$ cat config.mk
export PLATFORM = sky130hd
export DESIGN_NAME = jogador_automatico
export DESIGN_NICKNAME = d
export VERILOG_FILES = /design/src/rtl/jogador_automatico.sv
export SDC_FILE = /design/constraint.sdc
export NUM_CORES = 1
export LEC_CHECK = 0
export ABC_AREA = 1
export BUFFER_PORTS_ARGS = -buffer_cell sky130_fd_sc_hd__buf_4
export CAP_MARGIN = 0
export CORE_UTILIZATION = 37
export CTS_BUF_LIST = sky130_fd_sc_hd__clkbuf_8
export CTS_CLUSTER_DIAMETER = 60
export DETAILED_ROUTE_END_ITERATION = 8
export PLACE_DENSITY_LB_ADDON = 0.12
export REMOVE_ABC_BUFFERS = 1
export SLEW_MARGIN = 20
export SYNTH_ARGS = -nofsm -noshare
export SYNTH_HDL_FRONTEND = slang
export SYNTH_SLANG_ARGS = --single-unit
$ cat constraint.sdc
create_clock -name clock -period 3.2 [get_ports clock]
set_input_delay 0.16 -clock clock [delete_from_list [all_inputs] [get_ports clock]]
set_output_delay 0.16 -clock clock [all_outputs]
set_load 0.1 [all_outputs]
$ cat src/rtl/jogador_automatico.sv
// rtl/jogador_automatico.sv - automatic player: watches the game's LED sequence and replays it on the buttons
module jogador_automatico #(
   parameter int HOLD = 4,
   parameter int GAP  = 4
) (
   input  logic       clock,
   input  logic       reset,
   input  logic       ativo,
   input  logic [3:0] leds,
   input  logic       espera_jogada,
   input  logic       pronto,
   input  logic       acertou,
   output logic       iniciar,
   output logic [3:0] botoes,
   output logic       fim,
   output logic       venceu,
   output logic       overflow,
   output logic [2:0] db_estado,
   output logic [4:0] db_contagem
);

   localparam int CW = $clog2(HOLD + GAP + 1);
   localparam logic [CW-1:0] HOLD_INI = CW'(HOLD - 1);
   localparam logic [CW-1:0] GAP_INI  = CW'(GAP - 1);

   localparam logic [2:0] IDLE    = 3'd0;
   localparam logic [2:0] START   = 3'd1;
   localparam logic [2:0] OBSERVA = 3'd2;
   localparam logic [2:0] PRESS   = 3'd3;
   localparam logic [2:0] RELEASE = 3'd4;
   localparam logic [2:0] FIM     = 3'd5;

   logic [2:0]    estado;
   logic [4:0]    wr;
   logic [4:0]    rd;
   logic [4:0]    rd_prox;
   logic [CW-1:0] cnt;
   logic [3:0]    leds_prev;
   logic [3:0]    mem [0:15];
   logic          captura;

   // A capture is the rising edge of "something shown": blank -> nonzero.
   assign captura     = (estado == OBSERVA) && (leds != 4'd0) && (leds_prev == 4'd0);
   assign rd_prox     = rd + 5'd1;
   assign db_estado   = estado;
   assign db_contagem = wr;

   always_ff @(posedge clock) begin
      if (captura && !wr[4])
         mem[wr[3:0]] <= leds;
   end

   always_ff @(posedge clock or negedge reset) begin
      if (!reset) begin
         estado    <= IDLE;
         wr        <= 5'd0;
         rd        <= 5'd0;
         cnt       <= '0;
         leds_prev <= 4'd0;
         iniciar   <= 1'b0;
         botoes    <= 4'd0;
         fim       <= 1'b0;
         venceu    <= 1'b0;
         overflow  <= 1'b0;
      end else begin
         iniciar <= 1'b0;
         case (estado)
            IDLE: begin
               botoes <= 4'd0;
               fim    <= 1'b0;
               venceu <= 1'b0;
               if (ativo) begin
                  estado  <= START;
                  iniciar <= 1'b1;
               end
            end
            START: begin
               wr        <= 5'd0;
               rd        <= 5'd0;
               overflow  <= 1'b0;
               leds_prev <= 4'd0;
               estado    <= ativo ? OBSERVA : IDLE;
            end
            OBSERVA: begin
               leds_prev <= leds;
               if (captura) begin
                  if (wr[4])
                     overflow <= 1'b1;
                  else
                     wr <= wr + 5'd1;
               end
               if (pronto) begin
                  estado <= FIM;
                  fim    <= 1'b1;
                  venceu <= acertou;
               end else if (!ativo) begin
                  estado <= IDLE;
               end else if (espera_jogada && (wr != 5'd0)) begin
                  rd     <= 5'd0;
                  cnt    <= HOLD_INI;
                  botoes <= mem[0];
                  estado <= PRESS;
               end
            end
            PRESS: begin
               if (pronto) begin
                  estado <= FIM;
                  fim    <= 1'b1;
                  venceu <= acertou;
                  botoes <= 4'd0;
               end else if (!ativo) begin
                  estado <= IDLE;
                  botoes <= 4'd0;
               end else if (cnt == '0) begin
                  cnt    <= GAP_INI;
                  botoes <= 4'd0;
                  estado <= RELEASE;
               end else begin
                  cnt <= cnt - CW'(1);
               end
            end
            RELEASE: begin
               botoes <= 4'd0;
               if (pronto) begin
                  estado <= FIM;
                  fim    <= 1'b1;
                  venceu <= acertou;
               end else if (!ativo) begin
                  estado <= IDLE;
               end else if (cnt == '0) begin
                  rd <= rd_prox;
                  // Last stored play done: empty the buffer and watch for the next round.
                  if (rd_prox == wr) begin
                     wr        <= 5'd0;
                     leds_prev <= 4'd0;
                     estado    <= OBSERVA;
                  end else begin
                     cnt    <= HOLD_INI;
                     botoes <= mem[rd_prox[3:0]];
                     estado <= PRESS;
                  end
               end else begin
                  cnt <= cnt - CW'(1);
               end
            end
            FIM: begin
               botoes <= 4'd0;
               if (!ativo) begin
                  estado <= IDLE;
                  fim    <= 1'b0;
                  venceu <= 1'b0;
               end
            end
            default: begin
               estado <= IDLE;
               botoes <= 4'd0;
               fim    <= 1'b0;
               venceu <= 1'b0;
            end
         endcase
      end
   end

endmodule

# After elaboration in Yosys (flattened, before gate mapping)
# Memory sizes are Yosys's and may differ from the RTL's.
# Cells that the tools add are included.
[totals] latchBits=0 ramBits=64 romBits=0 ff_bits=29 inputBits=10 memories=1 out_inout_bits=16 wordCells=131
[mem_list] name="mem" depth=16 width=4 rd=2 rd_clocked_by_memory_dff=0 wr=1 line_no="39" text="logic [3:0] mem [0:15];"
[op_classes] shifts=0 n_reduce_logical=23 mul=0 n_bitwise=1 div=0 n_eq_ne=25 n_lt_le_gt_ge=0 n_addsub=3 muxes=67
[ops] op="$mux 4" count=24
[ops] op="$mux 5" count=12
[ops] op="$mux 3" count=11
[ops] op="$pmux 5 s3" count=2
[ops] op="$ne 2x2->1 const B" count=13
[ops] op="$pmux 4 s3" count=2
[ops] op="$pmux 3 s6" count=1
[ops] op="$pmux 4 s4" count=1
[ops] op="$reduce_and 5->1" count=3
[ops] op="$reduce_and 7->1" count=2
[ops] op="$add 5x1->5 const B" count=2
[ops] op="$mux 1" count=10
[ops] op="$reduce_and 9->1" count=1
[ops] op="$logic_not 4->1" count=2
[ops] op="$ne 4x4->1 const B" count=2
[ops] op="$eq 3x2->1 const B" count=2
[ops] op="$eq 3x3->1 const B" count=2
[ops] op="$pmux 1 s3" count=2
[ops] op="$reduce_and 3->1" count=2
[ops] op="$reduce_and 6->1" count=1
[ops] op="$reduce_bool 3->1" count=2
[ops] op="$eq 5x5->1" count=1
[ops] op="$reduce_bool 5->1" count=1
[ops] op="$logic_and 1x1->1" count=4
[ops] op="other kinds (13)" count=14

# Depth between registers and ports, before layout
[logic_depth] word_depth=7 mapped_depth=14 depth_no_buf=14

# Least setup slack after synthesis
# Ideal clock, no wire load.
[synth_path] path_kind="reg2reg" from="register wr[0] (netlist: db_contagem[0])" to="register rd[1]" required_time_ps=3125 setup_slack_ps=816 setup_ps=75 arrival_time_ps=2310 n_path_buf=0 stages_incl_launch_ff=9 synth_period_minus_slack_ps=2384 cell_sequence="dfrtp_1 > inv_1 > ha_1 > nand3_2 > nand2_1 > o21ai_2 > nand4_4 > or2_4 > o21ai_2"
[synth_via] elab_chain_len=4
[synth_lines] item="from (decl)" line_no="34" text="logic [4:0] wr;"
[synth_lines] item="from (signal assigned)" line_no="90" text="wr <= wr + 5'd1;"
[synth_lines] item="$reduce_bool 5->1" line_no="98" text="end else if (espera_jogada && (wr != 5'd0)) begin"
[synth_lines] item="$logic_and 1x1->1" line_no="98"
[synth_lines] item="$ne 2x1->1 (no source line)"
[synth_lines] item="$reduce_and 7->1 (no source line)"
[synth_lines] item="to (signal assigned)" line_no="131" text="rd <= rd_prox;"
[synth_lines] item="to (decl)" line_no="35" text="logic [4:0] rd;"
# No other way between the ends.
# A chain may end at the register's enable or synchronous reset.

# Worst setup path in the final report
[layout_path] from="register estado[2] (netlist: db_estado[2])" to="memory mem[1][3] (enable)"
[layout_via] elab_chain_len=6
[layout_lines] item="from (decl)" line_no="33" text="logic [2:0] estado;"
[layout_lines] item="from (signal assigned)" line_no="82" text="estado <= ativo ? OBSERVA : IDLE;"
[layout_lines] item="$eq 3x2->1" line_no="43" text="assign captura = (estado == OBSERVA) && (leds != 4'd0) && (leds_prev == 4'd0);"
[layout_lines] item="$logic_and 1x1->1 (2 in a row)" line_no="43"
[layout_lines] item="$logic_and 1x1->1" line_no="49" text="if (captura && !wr[4])"
[layout_lines] item="$mux 1" line_no="49"
[layout_lines] item="$mux 1 (implied by the code)" line_no="50" text="mem[wr[3:0]] <= leds;"
[layout_lines] item="to (decl)" line_no="39"
# No other way between the ends.

==> impl_metrics.csv <==
group,metric,value,unit
status,status,"finished, final reports clean",
cts,clockRootBuffer,"clkbuf_8",
yosys,ys_seq_area_share,57.97,%
drt,dr.first_iter.drc_count,227,
critical_path,path_class,"reg2reg",
drt,routed_via_density,5.092,
cts,cts_tree,"yes",
critical_path,worst_ep_arrival_time,2200,ps
finish,final_nets,537,
finish,multi_input_area,0.001678,mm²
yosys,async_flop_share,31.18,%
finish,antenna_cells,0,
global_routing,grt_start_max_net_pins,39,
hold_path,whs_path_depth,3,
placed_design,dpl.hpwl,7871,µm
yosys,synthesis.area,0.004567,mm²
yosys,synth_compound_area_share,5.945,%
yosys,synth_top_area_share,42.08,%
timing,skew,10.89,ps
yosys,synth_simple_gate_area_share,28.14,%
critical_path,slowest_stage,"dfrtp_1",
drt,wl_per_cell,16.36,µm
run,cap_violations,0,
timing,min_period_over_period,68.04,%
global_routing,antenna_found_initial,0,
placed_design,pre_cts_ws,1031,ps
cts,cts.repair.resized,0,
critical_path,crit_start,"db_estado[2]",
critical_path,r2r-start,"db_estado[2]",
finish,areaGrowthSynthToFinish,11.53,%
drt,vias,3427,
global_routing,first_global_vias,3500,
die,die_y,113.1,µm
global_routing,grt_usage,18.95,%
placed_design,place_area,0.004870,mm²
yosys,synth_mux_area_share,0.2466,%
cts,clk_pin_slew,90,ps
finish,fillers,1199,
finish,utilization,42.41,%
pwr,total_power,4.324,mW
drt,wl,11010,µm
yosys,synthTopCellsByCount,"nand2_1 (142), edfxtp_1 (64), nand3_1 (64)",
die,die_area,0.01279,mm²
hold_path,hold_end,"venceu",
yosys,synth_area_leaders,"edfxtp_1 (42%), dfrtp_1 (16%), nand2_1 (12%)",
critical_path,reg2reg_setup_slack,1020,ps
critical_path,crit_required,3220,ps
placed_design,numPlacedInstances,656,
finish,ff_latch_area,0.002648,mm²
yosys,yosysWarnings,0,
yosys,synthFlopType,"edfxtp_1",
timing,worst_pin_slew,553.1,ps
cts,cts-htree-levels,3,
placed_design,globalplace.congestion,0.8318,
timing,final-hold-violation-count,0,
yosys,synth_edf_count,64,
timing,rsz0062_at_grt,"no",
finish,layout-drive-gt1-share,13.88,%
yosys,syn_avg_cell_area,9.207,µm²
yosys,synthXorXnorAreaFrac,0.7671,%
placed_design,port_buffers,25,
die,pin_count,26,
timing,finalWorstSetupSlack,1023,ps
timing,slew_headroom,63.08,%
critical_path,crit_top_cell,"inv_1",
global_routing,grt.overflow.total,0,
timing,min_period,2177,ps
critical_path,r2r_cells,7,
critical_path,start_kind,"register",
critical_path,cp_top_family,"simple AND/OR/NAND/NOR gates",
timing,setup_viol,0,
timing,hold_slack,84.09,ps
drt,ant_nets,0,
hold_path,hold_path.class,"in2reg",
critical_path,r2r-end,"mem[1][3]",
critical_path,crit_path_end_kind,"register",
pwr,irDropWorstVdd,0.3493,mV
critical_path,cpPeakStageDelay,430,ps
yosys,yosys.area.top_type,"edfxtp_1",
timing,max_freq,0.4593,GHz
critical_path,crit_path_cell_trace,"inv_1, nand3_2, inv_2, nand4_1, inv_1, nand2_1, nor2_1",
yosys,synth_cells,496,
cts,numCtsBuffers,9,
cts,clockBufferDepth,2,
die,fp.dieW,113.1,µm
yosys,yosys.cell_count.top_type,"nand2_1",
critical_path,crit_buf_inv,3,
pwr,pwr_density_cell,848.8,mW/mm²
critical_path,crit_fanout,13,
finish,final_area,0.005094,mm²
die,rows,40,
finish,stdcell_count,673,
drt,drc,0,
yosys,synth_top_family_by_area,"simple AND/OR/NAND/NOR gates",
yosys,synth-seq-cells,93,
drt,first_pass_iters,5,
pwr,power.leakage,2.089,nW
cts,clock_sinks,93,
timing,setup_tns,0,ps
hold_path,hp-start,"acertou",
timing,drv_slew,0,
yosys,synth_cell_types,32,
cts,clkLatencyLatePin,360,ps
die,core,0.01201,mm²
global_routing,grt_pass1_wl,18310,µm
yosys,synthAdderAreaFrac,1.644,%
die,initial_utilization,38.02,%
==> area by class of cell <==
class	instances	area share, %
clock inverters	7	1.769
clock buffers	9	2.432
multi-input cells	348	32.94
well taps	147	3.611
repair buffers	29	4.323
inverters	40	2.948
flip-flops and latches	93	51.98
==> worst min-delay path: stages <==
cell,delay (ps)
buf_4,110
nand2_1,50
o21ai_0,80
==> repair_timing <==
action	4_1_cts	5_1_grt
hold buffers	1	0
hold endpoints to repair	29	0
setup buffers	0	0
==> sequential cells by signal (all words and copies together) (netlist names) <==
signal / flops
iniciar: 1
overflow: 1
db_contagem: 5
botoes: 4
venceu: 1
mem: 64
leds_prev: 4
rd: 5
cnt: 4
fim: 1
db_estado: 3
==> layer usage <==
layer / wire length, µm / GRT usage, % / share of wire [%] / vias up
li1: - / - / - / 1715
met1: 5643 / 27.95 / 51 / 1636
met2: 4843 / 28.18 / 44 / 63
met3: 374 / 3.482 / 3.4 / 13
met4: 150 / 6.140 / 1.4 / 0
met5: 0 / 0 / 0 / -
==> cell usage in the layout (no fill, tap or decap), types with 2 or more instances in the layout <==
| cell type | n |
|---|---|
| or2_2 | 2 |
| dfrtp_1 | 29 |
| inv_2 | 3 |
| inv_1 | 38 |
| ha_1 | 6 |
| nand4_1 | 11 |
| buf_4 | 28 |
| xnor2_1 | 2 |
| bufinv_16 | 2 |
| nand2_2 | 8 |
| nand3_1 | 64 |
| o21ai_1 | 7 |
| o21ai_2 | 7 |
| xor2_1 | 2 |
| nor3_1 | 2 |
| a21oi_1 | 20 |
| nor2_1 | 49 |
| nand2_1 | 142 |
| edfxtp_1 | 64 |
| o21ai_0 | 12 |
| nand3_2 | 3 |
| clkbuf_8 | 9 |
| nor2_2 | 3 |
==> cell families after synthesis <==
family | Yosys count
and+or+nand+nor | 289
adders and majority gates | 6
buffers and inverters | 55
DFF | 93
xor gates and xnor gates | 4
AOI/OAI and AO/OA | 48
muxes | 1
==> power breakdown <==
part	total (mW)	switching, mW	internal, mW
sequential	1.50	0.0874	1.41
combinational	1.98	1.46	0.514
clock	0.849	0.411	0.438
==> how the worst max path moves through the flow <==
stage / endpoint / slack, ps / cells after the start
detailed placement: mem[10][0] / 1030 / 7
finish: mem[1][3] / 1020 / 7
floorplan: db_contagem[3] / 670 / 10
global placement: mem[4][2] / 1040 / 7
CTS: mem[10][2] / 1010 / 7
global route: mem[5][1] / 780 / 7
(Power assumes the default switching activity.)
